--- src/rtl/scr1_dp_mem_arb.sv ---
// Port-B arbiter for the dual-port byte-enable SRAM.
// Requester 0 is the core data port, requester 1 the RLWE accelerator/DMA
// port. After reset the array is optionally zero-filled, then the two
// requesters share port B under round-robin arbitration with a fixed
// 1-cycle read latency.
module scr1_dp_mem_arb #(
   parameter int SCR1_WIDTH  = 32,
   parameter int SCR1_SIZE   = 32'h00010000,
   parameter int SCR1_NBYTES = SCR1_WIDTH/8,
   parameter int INIT_ZERO   = 1,
   localparam int AW         = $clog2(SCR1_SIZE) - 2
)(
   input  logic                   clk,
   input  logic                   rst,
   output logic                   init_done,

   input  logic                   r0_req,
   input  logic                   r0_we,
   input  logic [SCR1_NBYTES-1:0] r0_be,
   input  logic [AW-1:0]          r0_addr,
   input  logic [SCR1_WIDTH-1:0]  r0_wdata,
   output logic                   r0_gnt,
   output logic                   r0_rvalid,
   output logic [SCR1_WIDTH-1:0]  r0_rdata,

   input  logic                   r1_req,
   input  logic                   r1_we,
   input  logic [SCR1_NBYTES-1:0] r1_be,
   input  logic [AW-1:0]          r1_addr,
   input  logic [SCR1_WIDTH-1:0]  r1_wdata,
   output logic                   r1_gnt,
   output logic                   r1_rvalid,
   output logic [SCR1_WIDTH-1:0]  r1_rdata,

   output logic                   mem_renb,
   output logic                   mem_wenb,
   output logic [SCR1_NBYTES-1:0] mem_webb,
   output logic [AW-1:0]          mem_addrb,
   output logic [SCR1_WIDTH-1:0]  mem_datab,
   input  logic [SCR1_WIDTH-1:0]  mem_qb
);

   typedef enum logic {ST_INIT, ST_RUN} state_t;

   state_t        state;
   state_t        state_next;
   logic [AW-1:0] cnt;
   logic          last_gnt;   // 1 = requester 1 was granted most recently
   logic          rv0;
   logic          rv1;

   // State register and zero-fill address counter
   always_ff @(posedge clk) begin
      if (rst) begin
         state <= (INIT_ZERO != 0) ? ST_INIT : ST_RUN;
         cnt   <= '0;
      end else begin
         state <= state_next;
         if (state == ST_INIT) begin
            cnt <= cnt + 1'b1;
         end
      end
   end

   // Next state, round-robin grant and port-B drive; everything idles while rst is high
   always_comb begin
      state_next = state;
      init_done  = 1'b0;
      r0_gnt     = 1'b0;
      r1_gnt     = 1'b0;
      mem_renb   = 1'b0;
      mem_wenb   = 1'b0;
      mem_webb   = '0;
      mem_addrb  = '0;
      mem_datab  = '0;
      if (!rst) begin
         case (state)
            ST_INIT: begin
               mem_wenb  = 1'b1;
               mem_webb  = '1;
               mem_addrb = cnt;
               if (cnt == '1) begin
                  state_next = ST_RUN;
               end
            end
            ST_RUN: begin
               init_done = 1'b1;
               if (r0_req && (!r1_req || last_gnt)) begin
                  r0_gnt = 1'b1;
               end else if (r1_req) begin
                  r1_gnt = 1'b1;
               end
               if (r0_gnt) begin
                  mem_addrb = r0_addr;
                  mem_datab = r0_wdata;
                  mem_wenb  = r0_we;
                  mem_renb  = !r0_we;
                  mem_webb  = r0_we ? r0_be : '0;
               end else if (r1_gnt) begin
                  mem_addrb = r1_addr;
                  mem_datab = r1_wdata;
                  mem_wenb  = r1_we;
                  mem_renb  = !r1_we;
                  mem_webb  = r1_we ? r1_be : '0;
               end
            end
            default: state_next = ST_RUN;
         endcase
      end
   end

   // Round-robin history and read-response valid flags
   always_ff @(posedge clk) begin
      if (rst) begin
         last_gnt <= 1'b1;
         rv0      <= 1'b0;
         rv1      <= 1'b0;
      end else begin
         if (r0_gnt) begin
            last_gnt <= 1'b0;
         end else if (r1_gnt) begin
            last_gnt <= 1'b1;
         end
         rv0 <= r0_gnt && !r0_we;
         rv1 <= r1_gnt && !r1_we;
      end
   end

   // Read data is steered to the port that issued the read, zero otherwise
   always_comb begin
      r0_rvalid = rv0;
      r1_rvalid = rv1;
      r0_rdata  = rv0 ? mem_qb : '0;
      r1_rdata  = rv1 ? mem_qb : '0;
   end

endmodule

--- config.mk ---
export PLATFORM = sky130hd
export DESIGN_NAME = scr1_dp_mem_arb
export DESIGN_NICKNAME = d
export VERILOG_FILES = /design/src/rtl/scr1_dp_mem_arb.sv
export SDC_FILE = /design/constraint.sdc
export NUM_CORES = 1
export LEC_CHECK = 0
export CAP_MARGIN = 20
export CELL_PAD_IN_SITES_DETAIL_PLACEMENT = 0
export CELL_PAD_IN_SITES_GLOBAL_PLACEMENT = 2
export CORE_MARGIN = 1
export CORE_UTILIZATION = 11
export DETAILED_ROUTE_END_ITERATION = 7
export PLACE_DENSITY = 0.88
export REMOVE_ABC_BUFFERS = 1
export SYNTH_ARGS = -nofsm -noshare
export SYNTH_HDL_FRONTEND = slang
export SYNTH_SLANG_ARGS = --single-unit
--- constraint.sdc ---
create_clock -name clk -period 2.34 [get_ports clk]
set_input_delay 0.702 -clock clk [delete_from_list [all_inputs] [get_ports clk]]
set_output_delay 0.702 -clock clk [all_outputs]
set_load 0.005 [all_outputs]
==> impl_metrics.toml <==
[run_status]
status = "complete, but fails checks"
failed_checks = "DRC, setup timing"

[finish]
nets = 693
area_growth_pct = 150
fin_cells = 782
antennaDiodeCount = 0
final_area_sq_mm = 0.00511
drive_gt1_share_pct = 23.9
post-route-util_pct = 28.2

[hold_path]
holdPathEnd = "cnt[12]"
min_from = "cnt[12]"
hold_depth = 2
holdCritPathClass = "reg2reg"

[die]
row_count = 49
io_pins = 259
fp.coreArea_sq_mm = 0.0181
dieArea_sq_mm = 0.0191
start_util_pct = 11.3
die_h_um = 138
die_w_um = 138

[worst_setup_path]
rr_endpoint = "cnt[12]"
cp-end-kind = "output pin"
worstPathMaxFanout = 4
worstReg2RegStart = "state"
r2r_slack_ns = 0.67
cpMaxStageDelayCell = "or3_4"
slowest_delay_ns = 0.33
arrival_ns = 1.76
worstPathCellList = "buf_12 > inv_6 > o21a_4 > buf_6 > or3_4 > a21oi_4 > buf_2"
required_ns = 1.64
worst_setup_path_start_kind = "input port"
reg2regPathDepth = 6
critical_path_class = "in2out"

[logic_synthesis]
syn-cell-area_sq_mm = 0.00204
synth.avg_cell_area_sq_um = 7.37
yosys_register_bits = 18
synth_ff_type = "dfxtp_1"
synth_top_cell_area_share_pct = 19.6
netlist_instances = 277
ys_warn_count = 0
ys_top_cells_by_area = "and2_1 20%, dfxtp_1 18%, a22o_1 14%"
yosysTopAreaCell = "and2_1"
yosysUniqueCellTypes = 36
synth_common_cells = "64 x and2_1, 32 x a22o_1, 31 x nor2_1, 20 x nand2_1, 19 x nand3_1"
synth-edff-count = 0
synth.most_common_cell = "and2_1"
ys_seq_area_share_pct = 17.6
ys_async_sr_fraction_pct = 0

[power]
p_leak_nw = 2.38
ir_drop_v = 0.000185
p_sw_share_pct = 22.7
p_comb_share_pct = 35.8
switchingPower_mw = 0.247
clockPowerShare_pct = 35.1
power.internal_mw = 0.840
pwr_density_cell_mw_per_mm2 = 213
p_seq_share_pct = 29.1

[sta]
max_freq_ghz = 0.406
drv_slew = 0
holdWs_ns = 0.546
rsz0062_at_grt = "yes"
fin_skew_ns = 0.00291
finalSetupViolCount = 22
period_needed_ns = 2.46
layout_setup_ws_ns = -0.123
hold_violations = 0
slew_headroom_pct = 75.2
fin_crit_sh_pct = 105
worstMarginPinSlew_ns = 0.372

[place]
post-dp-hpwl_um = 9630
port_buffers = 258
dpl_cell_area_sq_mm = 0.00500
gp_congestion = 0.814
dp.cells = 763

[detailed_routing]
via_count = 3159
dr.pass1.iters = 6
drtIter0Drc = 155
viasPerCell = 4.04
ant_nets = 0
drc = 22
drt-total-wl_um = 12200
wl_per_cell_um = 15.7

[global_route]
grt.busiest_layer = "met2"
antenna_found_initial = 0
grt_pass1_vias = 3334
gr-total-overflow = 0
track_usage_pct = 12.5
gr-usage-met1_pct = 14.5
grtUsageMet3_pct = 2.08
grt_pass1_wl_um = 18600
grt_max_degree = 34
grtUsageMet2_pct = 24.2

[clock_tree]
tritoncts = "yes"
h-tree-depth = 1
cts.sinks = 18
clockBufferDepth = 2
hold_buffers = 0
numCtsBuffers = 3
root_buffer = "clkbuf_16"
clkLatencyLatePin_ns = 0.25
path_clk_slew_ns = 0.05

[run]
cap_violations = 0
## placed cells by master (no fill, tap or decap), types with 2 or more instances in the layout
cell type	instances
a21oi_1	3
a221o_1	4
a22o_1	32
a311oi_1	5
a311oi_2	9
and2_1	64
buf_12	8
buf_2	53
buf_4	21
buf_6	9
buf_8	3
clkbuf_16	4
clkdlybuf4s50_1	134
dfxtp_1	18
dlygate4sd2_1	67
inv_1	2
nand2_1	18
nand2_4	2
nand3_1	17
nand3_2	2
nor2_1	31
nor3_1	5
nor3b_4	2
nor4_2	3
o21ai_0	2
or3_1	2
xnor2_1	8
xor2_1	3
## critical path: cells and delay by family
| family | cells | cell delay [ns] |
|---|---|---|
| buffers and inverters | 4 | 0.36 |
| AOI/OAI and AO/OA | 2 | 0.36 |
| and+or+nand+nor | 1 | 0.33 |
## stage by stage
step	setup TNS, ns	power, mW	setup WS, ns
2_1_floorplan	-16.05	0.370	-0.494
5_1_grt	-3.40	1.14	-0.181
3_3_place_gp	-58.79	0.680	-1.04
6_report	-1.52	1.09	-0.123
4_1_cts	-5.18	1.10	-0.202
3_5_place_dp	-61.92	0.685	-1.06
## timing repair
item	4_1_cts	5_1_grt
pin swaps	29	25
setup endpoints to repair	119	52
buffers inserted	18	3
cloned	5	1
gates resized for setup	342	13
endpoints found under the hold margin	0	0
## power groups by stage
stage               Combinational (mW)  Sequential (mW)  Clock [mW]
floorplan                       0.0454            0.325           0
global placement                 0.358            0.322           0
detailed placement               0.362            0.323           0
CTS                              0.394            0.316       0.395
global route                     0.416            0.317       0.409
finish                           0.389            0.316       0.382
## routing by layer
metal,vias to the layer above,share of wire [%]
li1,1532,-
met4,0,0.87
met3,8,6.1
met5,-,0
met1,1447,41
met2,172,52
## final cells by class
class / instances / area [sq um]
flip-flops and latches: 18 / 360
well taps: 229 / 287
fillers: 1970 / 13000
clock buffers: 4 / 88.8
inverters: 5 / 33.8
multi-input cells: 229 / 1650
repair buffers: 297 / 2690
## state kept, by name, indices dropped and copies added, names as in the netlist
name,flops
r0_rvalid,1
cnt,14
state,1
r1_rvalid,1
last_gnt,1
## worst max-delay path by stage
stage | from | end | slack [ns]
global route | r1_req | mem_addrb[10] | -0.18
global placement | r0_req | mem_webb[3] | -1.04
finish | r1_req | mem_renb | -0.12
CTS | r1_req | mem_addrb[10] | -0.20
floorplan | state | mem_datab[0] | -0.49
detailed placement | r1_req | mem_addrb[0] | -1.06
## kinds of logic after synthesis
family | after synthesis | synth area share (%)
simple gates | 156 | 43.1
compound gates | 60 | 25.1
buf+inv | 30 | 8.39
flops | 18 | 17.6
xor+xnor | 11 | 4.72
mux | 1 | 0.490
fa+ha+maj | 1 | 0.613
Note: power is estimated with default switching activity, not from simulation.
